### src/rtl/seq_load_arb.sv
// seq_load_arb -- two-requester sequence loader.
// Grants one of two byte streams (round-robin on contention), encodes each
// ASCII base to a 3-bit code, packs PACK codes per buffer word and writes
// them out. A sequence is closed by s_last; a partial final word is padded
// with code 100 and flushed before the done pulse.
//
// Ports:
//   clk, rst_n         clock, async active-low reset
//   s_valid[1:0]       byte valid per requester (0 = reference, 1 = query)
//   s_data0/s_data1    ASCII base byte per requester
//   s_last[1:0]        final byte of sequence per requester
//   s_ready[1:0]       byte accept per requester
//   wr_en/wr_sel       buffer write strobe / target buffer (= granted id)
//   wr_addr/wr_data    word address / packed codes (code i at [3i+2:3i])
//   done/done_id       one-cycle end-of-sequence pulse / finishing requester
//   done_len           base count of the finished sequence (saturating)
module seq_load_arb #(
  parameter int PACK   = 8,
  parameter int ADDR_W = 10,
  parameter int LEN_W  = 16
) (
  input  logic                clk,
  input  logic                rst_n,
  input  logic [1:0]          s_valid,
  input  logic [7:0]          s_data0,
  input  logic [7:0]          s_data1,
  input  logic [1:0]          s_last,
  output logic [1:0]          s_ready,
  output logic                wr_en,
  output logic                wr_sel,
  output logic [ADDR_W-1:0]   wr_addr,
  output logic [3*PACK-1:0]   wr_data,
  output logic                done,
  output logic                done_id,
  output logic [LEN_W-1:0]    done_len
);

  localparam int CNT_W = (PACK > 1) ? $clog2(PACK) : 1;

  typedef enum logic [1:0] {IDLE, STREAM, FLUSH, DONE} state_e;

  typedef logic [PACK-1:0][2:0] word_t;
  localparam word_t PAD_WORD = {PACK{3'b100}};

  state_e              state_q, state_d;
  logic                g_q;        // locked grant for the current sequence
  logic                last_q;     // grant of the previous sequence
  logic [CNT_W-1:0]    cnt_q;      // next free pack slot
  logic [LEN_W-1:0]    len_q;
  logic [ADDR_W-1:0]   ptr_q;
  word_t               pack_q;     // unfilled slots always hold the pad code
  word_t               word_d;
  logic                wr_en_q;
  logic                wr_sel_q;
  logic [ADDR_W-1:0]   wr_addr_q;
  word_t               wr_data_q;

  logic                gnt_d;
  logic                hs;
  logic [7:0]          byte_sel;
  logic                last_sel;
  logic [2:0]          code;
  logic                slot_full;

  function automatic logic [2:0] enc(input logic [7:0] b);
    case (b)
      8'h41:   enc = 3'b000;
      8'h43:   enc = 3'b001;
      8'h47:   enc = 3'b010;
      8'h54:   enc = 3'b011;
      default: enc = 3'b100;   // 'N' and anything unrecognised
    endcase
  endfunction

  // Single shared encoder, fed only by the granted stream.
  assign byte_sel  = g_q ? s_data1 : s_data0;
  assign last_sel  = s_last[g_q];
  assign code      = enc(byte_sel);
  assign hs        = (state_q == STREAM) && s_valid[g_q];
  assign slot_full = (cnt_q == CNT_W'(PACK - 1));

  // On contention, favour the requester that did not go last.
  assign gnt_d = (&s_valid) ? ~last_q : s_valid[1];

  always_comb begin
    word_d        = pack_q;
    word_d[cnt_q] = code;
  end

  // ---------------- FSM: state register ----------------
  always_ff @(posedge clk or negedge rst_n) begin
    if (!rst_n) state_q <= IDLE;
    else        state_q <= state_d;
  end

  // ---------------- FSM: next state ----------------
  always_comb begin
    state_d = state_q;
    case (state_q)
      IDLE:   if (|s_valid) state_d = STREAM;
      STREAM: if (hs && last_sel) state_d = slot_full ? DONE : FLUSH;
      FLUSH:  state_d = DONE;
      DONE:   state_d = IDLE;
      default: state_d = IDLE;
    endcase
  end

  // ---------------- FSM: outputs ----------------
  always_comb begin
    s_ready  = 2'b00;
    done     = 1'b0;
    done_id  = 1'b0;
    done_len = '0;
    case (state_q)
      STREAM: s_ready = g_q ? 2'b10 : 2'b01;
      DONE: begin
        done     = 1'b1;
        done_id  = g_q;
        done_len = len_q;
      end
      default: ;
    endcase
  end

  // ---------------- datapath ----------------
  // The write registers are loaded on the accepting edge, so a full word
  // appears one cycle later while streaming continues, and a partial word
  // appears during the FLUSH cycle.
  always_ff @(posedge clk or negedge rst_n) begin
    if (!rst_n) begin
      g_q       <= 1'b0;
      last_q    <= 1'b1;
      cnt_q     <= '0;
      len_q     <= '0;
      ptr_q     <= '0;
      pack_q    <= PAD_WORD;
      wr_en_q   <= 1'b0;
      wr_sel_q  <= 1'b0;
      wr_addr_q <= '0;
      wr_data_q <= '0;
    end else begin
      wr_en_q <= 1'b0;
      if (state_q == IDLE && |s_valid) g_q <= gnt_d;
      if (hs) begin
        if (!(&len_q)) len_q <= len_q + 1'b1;
        if (slot_full || last_sel) begin
          wr_en_q   <= 1'b1;
          wr_sel_q  <= g_q;
          wr_addr_q <= ptr_q;
          wr_data_q <= word_d;
          ptr_q     <= ptr_q + 1'b1;
          cnt_q     <= '0;
          pack_q    <= PAD_WORD;
        end else begin
          cnt_q  <= cnt_q + 1'b1;
          pack_q <= word_d;
        end
      end
      if (state_q == DONE) begin
        cnt_q  <= '0;
        len_q  <= '0;
        ptr_q  <= '0;
        pack_q <= PAD_WORD;
        last_q <= g_q;
      end
    end
  end

  assign wr_en   = wr_en_q;
  assign wr_sel  = wr_sel_q;
  assign wr_addr = wr_addr_q;
  assign wr_data = wr_data_q;

endmodule

### config.mk
export PLATFORM = sky130hd
export DESIGN_NAME = seq_load_arb
export DESIGN_NICKNAME = d
export VERILOG_FILES = /design/src/rtl/seq_load_arb.sv
export SDC_FILE = /design/constraint.sdc
export NUM_CORES = 1
export LEC_CHECK = 0
export BUFFER_PORTS_ARGS = -buffer_cell sky130_fd_sc_hd__buf_2
export CORE_MARGIN = 2
export CORE_UTILIZATION = 56
export DETAILED_ROUTE_END_ITERATION = 16
export GPL_ROUTABILITY_DRIVEN = 0
export PLACE_DENSITY = 0.79
export SLEW_MARGIN = 20
export SYNTH_ARGS = -nofsm -noshare
export SYNTH_HDL_FRONTEND = slang
export SYNTH_SLANG_ARGS = --single-unit
### constraint.sdc
create_clock -name clk -period 2.2 [get_ports clk]
set_input_delay 0.11 -clock clk [delete_from_list [all_inputs] [get_ports clk]]
set_output_delay 0.11 -clock clk [all_outputs]
set_load 0.01 [all_outputs]
Word level (Yosys, flattened, before mapping):

Index checks and enable logic that the tools add are counted.

* bits in registers: 93
* logic and storage cells: 91
* output and inout bits: 56

* add/subtract/negate cells: 3
* equal/unequal tests: 11
* $lt $le $gt $ge: 3
* reduce and logical (&&, ||, !) cells: 15
* bitwise operators: 1
* muxes and demuxes: 33

Operator list (number)
* $mux W24: 3
* $mux W16: 4
* $eq A8 B7 Y1 const B: 4
* $mux W10: 3
* $bwmux W24: 1
* $add A16 B1 Y16 const B: 1
* $reduce_and A16 Y1: 1
* $mux W3: 4
* $pmux W3 S4: 1
* $add A10 B1 Y10 const B: 1
* $mux W1: 10
* $reduce_and A2 Y1: 5
* $demux W3 S3: 1
* $mux W2: 4
* $mux W8: 1
* $pmux W2 S4: 1
* $eq A2 B2 Y1 const B: 2
* $logic_and A1 B1 Y1: 4
* $lt A3 B4 Y1 const B: 1
* $ne A2 B1 Y1 const B: 2
* $reduce_bool A2 Y1: 2
* $add A3 B1 Y3 const B: 1
* $eq A3 B3 Y1 const B: 1
* $ge A3 B1 Y1 const B: 1
* 7 further kinds: 7

Logic depth before layout (Yosys ltp):

Gate-level depths: netlist of run 1.

* depth after elaboration: 8
* depth in mapped cells: 9
* depth with buffers taken out: 7

Least setup slack after synthesis of run 1:

No wires, ideal clock.

* kind: register to register
* start: reg state_q[0]
* end: reg len_q[10]
* cell stages (with the launch flop): 7
* required time: 2.134 ns
* setup time: 0.066 ns
* data arrival time: 1.958 ns
* setup slack: 0.176 ns
* period minus slack after synthesis: 2.024 ns
* cell sequence: dfrtp_1 -> ha_1 -> clkbuf_1 -> a21oi_1 -> or4_1 -> or4_1 -> nand2_1

* longest elaborated chain between the ends: 4

Ends and longest elaborated chain
* start, declared: RTL line 45 `state_e state_q, state_d;`
* start signal, assigned: RTL line 93 `else state_q <= state_d;`
* $eq A2 B1 Y1: RTL line 79 `assign hs = (state_q == STREAM) && s_valid[g_q];`
* $logic_and A1 B1 Y1: RTL line 79
* $reduce_bool A2 Y1 (no line)
* $reduce_and A2 Y1 (no line)
* end signal, assigned: RTL line 145 `if (!(&len_q)) len_q <= len_q + 1'b1;`
* end, declared: RTL line 49 `logic [LEN_W-1:0] len_q;`

Parallel ways exist; a longest one is shown, timed or not.
A chain may end at the register's enable or synchronous reset.

Final worst setup path of run 1:

* start: reg g_q
* end: reg len_q[10]

* longest elaborated chain between the ends: 5

Ends and longest elaborated chain
* start, declared: RTL line 46 `logic g_q;`
* start signal, assigned: RTL line 143 `if (state_q == IDLE && |s_valid) g_q <= gnt_d;`
* $mux W1 (implied by the code) (2 in a row): RTL line 79
* $logic_and A1 B1 Y1: RTL line 79
* $reduce_bool A2 Y1 (no line)
* $reduce_and A2 Y1 (no line)

No other way between the ends. The select of a mux whose other input is x is not followed.

==> impl_metrics.toml, run 1 <==
[sta]
max_slew_margin_pct = 61.2
setup_ws_ns = 0.144
clock-skew-final_ns = 0.0110
rsz0062_at_grt = "false"
period_needed_ns = 2.06
tightest_slew_ns = 0.582
drv_slew = 0
fin_crit_sh_pct = 93.4
setup-tns-final_ns = 0
hold_viol = 0
setup_viol = 0
max_freq_mhz = 486

[grt]
track_usage_pct = 23.3
grt_pass1_wl_um = 16900
grt_pass1_vias = 3596
grt_max_degree = 46
grt-ovfl-total = 0
antenna_found_initial = 0

[synth]
synth_seq_cells = 93
yosys.cell_count.top_type = "dfrtp_1"
syn_nets = 506
netlist_top_cells_count = "84 x dfrtp_1, 60 x nor2_1, 44 x nand2_1"
synth_mux_area_share_pct = 6.39
yosys_warnings = 0
synthAdderAreaFrac_pct = 1.86
synth-simple-area-share_pct = 22.5
yosys.area.top_type = "dfrtp_1"
synth_area_leaders = "dfrtp_1 45%, dfstp_2 5.0%, nor2_1 4.8%"
seq_area_frac_synth_pct = 49.8
synth-compound-area-share_pct = 13.0
avgSynthCellArea_um2 = 9.85
synth.top_cell.area_share_pct = 44.7
synth_edf_count = 0
synthXorXnorAreaFrac_pct = 2.80
async_reset_ff_share_pct = 100
synth_cells = 477
synth.distinct_cells = 52
synth_area_um2 = 4700
synth_top_family_by_area = "simple AND/OR/NAND/NOR gates"
synth_flop_cell = "dfrtp_1"

[layout]
fin_nets = 587
area_growth_pct = 17.5
drive_above_1_share_pct = 27.4
antennaDiodeCount = 0
final_cells = 668

[pwr]
power_switching_uw = 2050
ir_worst_vdd_uv = 608
swShare_pct = 38.4
p_leak_uw = 0.00265
power.density_nw_per_um2 = 966
p_clk_share_pct = 20.3
seqPwrFrac_pct = 42.5
internal-power_uw = 3290
fin_total_pwr_uw = 5330
p_comb_share_pct = 37.2

[drt]
firstDrtPassIters = 4
wl_met2_um = 4960
post_drt_wl_per_cell_um = 15.3
vias = 3838
postRouteAntennaNets = 0
wl_met1_um = 4700
dr_wl_met3_um = 453
routed.top_layer = "met4"
post-route-drc-count = 0
drtIter0Drc = 155
viasPerCell = 5.75
drt_wl_total_um = 10200

[placement]
place_inst = 649
portBuffers = 77
place_hpwl_um = 7190
preCtsSetupSlack_ns = -0.0383

[floorplanning]
initial_core_util_pct = 57.5
core_area_um2 = 8180
rows = 33
fp.dieH_um = 95.6
io_pins = 78
chipWidth_um = 95.6
die_area_um2 = 9140

[outcome]
status = "finished clean"

[clock_network]
cts_tree = "done"
cts_max_level = 3
cts.clk_slew.worst_paths_ns = 0.10
cts_buffers = 9
insertion_delay_ns = 0.35
clockBufferDepth = 2
root_buffer = "clkbuf_8"
clock_sinks = 93

[setup_path]
crit_top_cell = "or4_1"
critical_path.top_delay_family = "simple AND/OR/NAND/NOR gates"
critPathCaptureType = "flip-flop"
path_buf_inv = 0
cp.arrival_ns = 2.35
worst_path_max_delay_cell = "or4_1"
crit_required_ns = 2.50
cp_max_fo = 8
worstSetupPathType = "flip-flop to flip-flop"
crit_chain = "mux2_2 -> a21oi_1 -> or4_1 -> or4_1 -> nand2_1"
max_stage_delay_ns = 0.58
cp-start-kind = "flip-flop"

[worst_hold_path]
hold_path_class = "input pin to flip-flop"

[flow_run]
drv_cap = 0
[repair_timing]
action / 4_1_cts / 5_1_grt
setup buffers: 0 / 2
hold buffers: 1 / 0
gates resized for setup: 1 / 5
setup endpoints to repair: 10 / 22
pin swaps: 1 / 2
hold endpoints to repair: 39 / 0
[per-stage QoR]
step / area, um2 / utilization (%) / hold WS (ns)
floorplan: 4700 / - / -0.186
global placement: 5290 / 64.6 / 0.140
detailed placement: 5290 / 64.6 / 0.153
CTS: 5480 / 67.0 / 0.0690
global route: 5520 / 67.6 / 0.0763
finish: 5520 / 67.6 / 0.0751
[cell families after synthesis]
logic type | after synthesis
buffers and inverters | 40
XOR/XNOR | 15
flip-flops | 93
AO/OA/AOI/OAI | 92
AND/OR/NAND/NOR | 202
adder cells (fa/ha/maj) | 7
multiplexers | 28
[metal layers]
metal	global-route usage, %	vias to the layer above
met2	38.6	99
met3	2.92	13
met1	32.3	1865
li1	-	1861
met4	6.55	0
met5	0	-
[final timing paths]
| path | endpoint | from | depth (start not counted) | slack [ns] |
|---|---|---|---|---|
| max in group asynchronous | last_q | rst_n | 3 | 1.25 |
| worst max-delay path | len_q[10] | g_q | 5 | 0.14 |
| worst min-delay path | g_q | s_valid[1] | 2 | 0.08 |
| min in group asynchronous | len_q[1] | rst_n | 2 | 0.29 |
| worst min register to register | pack_q[8] | pack_q[8] | 2 | 0.47 |
| worst max register to register | len_q[10] | g_q | 5 | 0.14 |
[flip-flops by register name (all words and copies together) (netlist names)]
signal,count
pack_q,24
wr_data,24
len_q,16
ptr_q,10
wr_addr,10
cnt_q,3
state_q,2
g_q,1
last_q,1
wr_en,1
wr_sel,1
[power by group through the flow]
stage                     logic, uW  clock network, uW  registers (uW)
final                          1980               1080            2270
after global routing           2210               1170            2310
after CTS                      1980               1100            2270
after detailed placement       1960                  0            2290
after global placement         1900                  0            2280
after floorplan                1150                  0            2370
[layout by cell type, fill, tap and decap left out, drive strengths merged, types with 5 or more instances in the layout]
| cell type | n |
|---|---|
| and2 | 22 |
| or3 | 10 |
| nor3 | 8 |
| mux2i | 12 |
| nand4 | 8 |
| xnor2 | 6 |
| nor2 | 60 |
| nand3 | 10 |
| a32o | 5 |
| nor4 | 6 |
| a21oi | 25 |
| dfrtp | 84 |
| a22o | 10 |
| xor2 | 9 |
| mux2 | 16 |
| or4 | 5 |
| nand2 | 44 |
| buf | 98 |
| dfstp | 9 |
| a31oi | 17 |
| inv | 14 |
| o21ai | 17 |
| clkbuf | 9 |
| ha | 7 |
[cell type report]
type / count / area, um2
fillers: 662 / 2650
flip-flops and latches: 93 / 2340
well taps: 105 / 131
clock inverters: 7 / 58.8
clock buffers: 9 / 124
repair buffers: 99 / 618
multi-input cells: 344 / 2210
inverters: 11 / 41.3
No activity file was read; power rests on OpenSTA's default activity.
==> run 2: changes to the inputs <==
- CORE_UTILIZATION: 56 -> 40
- PLACE_DENSITY: 0.79 -> 0.63
==> impl_metrics.toml, run 2 (synthesized netlist as in run 1, its figures left out) <==
[placement]
preCtsSetupSlack_ns = 0.0906
portBuffers = 77
place_hpwl_um = 7460
place_inst = 689

[clock_network]
clock_sinks = 93
cts_max_level = 3
root_buffer = "clkbuf_16"
cts_tree = "done"
insertion_delay_ns = 0.34
cts.clk_slew.worst_paths_ns = 0.06
clockBufferDepth = 2
cts_buffers = 9

[floorplanning]
fp.dieH_um = 112
io_pins = 78
chipWidth_um = 112
die_area_um2 = 12600
rows = 39
core_area_um2 = 11400
initial_core_util_pct = 41.2

[drt]
drt_wl_total_um = 10700
postRouteAntennaNets = 0
post_drt_wl_per_cell_um = 15.1
wl_met1_um = 5010
post-route-drc-count = 0
firstDrtPassIters = 4
drtIter0Drc = 187
vias = 3824
routed.top_layer = "met4"
wl_met2_um = 5090
viasPerCell = 5.39
dr_wl_met3_um = 525

[setup_path]
r2r_slack_ns = 0.11
critPathCaptureType = "flip-flop"
r2r_end = "len_q[3]"
r2r_start = "len_q[0]"
cp-start-kind = "flip-flop"
cp.arrival_ns = 2.35
crit_end = "len_q[3]"
worst_r2r_path_depth = 7
worstSetupPathType = "flip-flop to flip-flop"
cp_max_fo = 8
crit_required_ns = 2.46
cp-startpoint = "len_q[0]"

[layout]
area_growth_pct = 22.2
drive_above_1_share_pct = 27.3
antennaDiodeCount = 0
fin_nets = 591
final_common_cell = "dfrtp_1"
final_cells = 710
final_cell_mix = "84 x dfrtp_1, 76 x buf_2, 59 x nor2_1, 44 x nand2_1, 24 x a21oi_1"

[grt]
antenna_found_initial = 0
grt_pass1_vias = 3651
track_usage_pct = 17.2
grt_max_degree = 46
grt_pass1_wl_um = 17600
grt-ovfl-total = 0

[flow_run]
drv_cap = 0

[sta]
max_freq_mhz = 478
setup_ws_ns = 0.108
drv_slew = 0
period_needed_ns = 2.09
clock-skew-final_ns = 0.00677
fin_crit_sh_pct = 95.1
tightest_slew_ns = 0.585
max_slew_margin_pct = 61.0
setup_viol = 0
setup-tns-final_ns = 0
hold_viol = 0

[pwr]
fin_total_pwr_uw = 5960
p_leak_uw = 0.00274
power.density_nw_per_um2 = 1040
ir_worst_vdd_uv = 599

[worst_hold_path]
hold_path_class = "input pin to flip-flop"

[outcome]
status = "finished clean"
==> run 2: layout make-up <==
cell class | count | area (um2)
fillers | 1068 | 5680
flip-flops and latches | 93 | 2340
multi-input cells | 344 | 2210
repair buffers | 103 | 638
clock buffers | 14 | 294
well taps | 143 | 179
inverters | 11 | 41.3
clock inverters | 2 | 37.5
==> run 2: worst max-delay path, cell delays in order, from the launching register on <==
cell     delay, ns
dfrtp_1       0.44
ha_1          0.24
nand3_1       0.21
nor4_4        0.11
and2_1        0.22
buf_4         0.17
or4_1         0.46
a21oi_1       0.16
==> run 2: where the power goes <==
group	switching (uW)	internal, uW	total, uW
Combinational	1200	828	2030
Clock	640	1040	1680
Sequential	213	2050	2260
==> run 2: timing repair <==
item | in CTS | in global routing
endpoints found under the setup margin | 0 | 17
setup buffers | 0 | 3
hold buffers | 1 | 0
resized for setup | 0 | 8
endpoints found under the hold margin | 43 | 0
==> run 2: worst min path at each step <==
stage                     from  endpoint  slack (ns)  cells after the start
global route        s_valid[1]       g_q        0.11                      2
detailed placement       rst_n  len_q[8]        0.15                      1
CTS                 s_valid[1]       g_q         0.1                      2
finish              s_valid[1]       g_q        0.09                      2
floorplan                rst_n  cnt_q[0]       -0.19                      0
global placement         rst_n  len_q[9]        0.15                      1
==> run 2: metal layers <==
metal	vias to the layer above	global-route usage [%]
met5	-	0
met4	0	5.28
met3	13	3.78
met2	83	28.0
met1	1858	23.2
li1	1870	-
==> run 2: metrics by stage <==
step	util (%)	hold slack (ns)	cell area (um2)
2_1_floorplan	-	-0.186	4700
3_3_place_gp	46.7	0.149	5340
3_5_place_dp	46.7	0.148	5340
4_1_cts	49.7	0.0974	5680
5_1_grt	50.3	0.108	5740
6_report	50.3	0.0928	5740
==> run 3: changes to the inputs <==
- ABC_AREA: unset -> 1
==> impl_metrics.toml, run 3 <==
[outcome]
status = "finished clean"

[synth]
synth.top_cell.area_share_pct = 41.6
seq_area_frac_synth_pct = 46.3
synth_area_leaders = "dfrtp_1 42%, nand2_1 19%, inv_1 5.9%"
avgSynthCellArea_um2 = 7.55
synth_area_um2 = 5060
syn_nets = 699
synth_flop_cell = "dfrtp_1"
yosys.cell_count.top_type = "nand2_1"
async_reset_ff_share_pct = 100
synth.distinct_cells = 38
synth_seq_cells = 93
yosys_warnings = 0
synth_cells = 670
yosys.area.top_type = "dfrtp_1"
synth_edf_count = 0
netlist_top_cells_count = "254 x nand2_1, 84 x dfrtp_1, 80 x inv_1"

[layout]
final_common_cell = "nand2_1"
fin_nets = 773
final_cell_mix = "254 x nand2_1, 84 x dfrtp_1, 80 x inv_1, 76 x buf_2, 54 x nand3_1"
antennaDiodeCount = 0
area_growth_pct = 17.0
drive_above_1_share_pct = 19.9

[drt]
drt_wl_total_um = 11600
drtIter0Drc = 226
postRouteAntennaNets = 0
firstDrtPassIters = 4
viasPerCell = 4.82
post_drt_wl_per_cell_um = 12.6
vias = 4442
post-route-drc-count = 0

[sta]
tightest_slew_ns = 0.490
fin_crit_sh_pct = 91.6
max_slew_margin_pct = 67.1
setup_viol = 0
hold_viol = 0
max_freq_mhz = 496
setup-tns-final_ns = 0
clock-skew-final_ns = 0.00815
period_needed_ns = 2.02
rsz0062_at_grt = "false"
drv_slew = 0

[clock_network]
cts_max_level = 3
cts_setup_buffers = 0
cts_tree = "done"
clock_sinks = 93
clockBufferDepth = 2
insertion_delay_ns = 0.35
cts_buffers = 9
cts.clk_slew.worst_paths_ns = 0.07
root_buffer = "clkbuf_16"

[floorplanning]
core_area_um2 = 12500
die_area_um2 = 13600
initial_core_util_pct = 40.6
rows = 41
io_pins = 78
chipWidth_um = 116
fp.dieH_um = 116

[placement]
place_hpwl_um = 8270
portBuffers = 77

[grt]
grt-ovfl-total = 0
antenna_found_initial = 0
grt_max_degree = 58
grt_pass1_wl_um = 19600
track_usage_pct = 18.1
grt_pass1_vias = 4207

[setup_path]
cp_max_fo = 30
cp.arrival_ns = 2.25
worstSetupPathType = "flip-flop to flip-flop"
critPathCaptureType = "flip-flop"
cp-start-kind = "flip-flop"
crit_required_ns = 2.44

[worst_hold_path]
hold_path_class = "input pin to flip-flop"

[pwr]
ir_worst_vdd_uv = 339
fin_total_pwr_uw = 5870
p_leak_uw = 0.00319
power.density_nw_per_um2 = 992

[flow_run]
drv_cap = 0
[run 3: cells by family (layout without fill, tap and decap cells)]
family,count (synthesis),in the layout,synth area share [%]
AOI/OAI and AO/OA,65,65,7.10
xor gates and xnor gates,7,7,1.21
adders and majority gates,7,7,1.73
buffers and inverters,108,187,9.38
DFF,93,93,46.3
and+or+nand+nor,390,390,34.3
[run 3: what timing repair did]
item                                    CTS  global route
gates resized for setup                   0             4
hold buffers                              1             0
endpoints found under the hold margin    35             0
endpoints found under the setup margin    0             3
[run 3: power breakdown]
group	switching [uW]	internal, uW	leakage, uW
Sequential	219	2000	0.00124
Combinational	1370	650	0.00180
Clock	725	908	0.000153
[run 3: cell type report]
type / count / area, um2
inverters: 85 / 325
clock buffers: 9 / 225
repair buffers: 86 / 483
multi-input cells: 469 / 2240
fillers: 1270 / 6550
flip-flops and latches: 93 / 2340
clock inverters: 7 / 85.1
well taps: 172 / 215
[run 3: final timing paths]
check                           cells past startpoint           to  startpoint  slack (ns)
worst min register to register                      2       last_q      last_q        0.47
worst max register to register                      8     ptr_q[6]    cnt_q[0]        0.18
worst min-delay path                                3          g_q  s_valid[1]        0.06
max in group asynchronous                           3    pack_q[2]       rst_n        1.21
min in group asynchronous                           2  wr_data[10]       rst_n        0.26
worst max-delay path                                8     ptr_q[6]    cnt_q[0]        0.18
[run 3: metal layers]
layer,routed length [um],GRT usage (%)
met5,0,0
met4,262,7.22
met3,396,3.32
met2,5380,29.1
met1,5550,24.3
[run 3: worst max-delay path, stage by stage, from the launching register on]
cell,delay (ns)
dfrtp_1,0.44
ha_1,0.23
ha_1,0.21
inv_1,0.08
nand3_2,0.10
nand2_1,0.21
buf_4,0.35
a21oi_1,0.11
o21a_1,0.17
[run 3: stage by stage]
stage | hold WS [ns] | util, % | instance area [um2] | instances | setup slack (ns)
6_report | 0.0592 | 47.5 | 5920 | 921 | 0.184
5_1_grt | 0.0843 | 47.5 | 5920 | 921 | 0.0182
4_1_cts | 0.0478 | 47.4 | 5910 | 921 | 0.0619
3_5_place_dp | 0.104 | 44.8 | 5590 | 904 | 0.0638
3_3_place_gp | 0.100 | 44.8 | 5590 | 904 | 0.164
2_1_floorplan | -0.186 | - | 5060 | 670 | 0.431
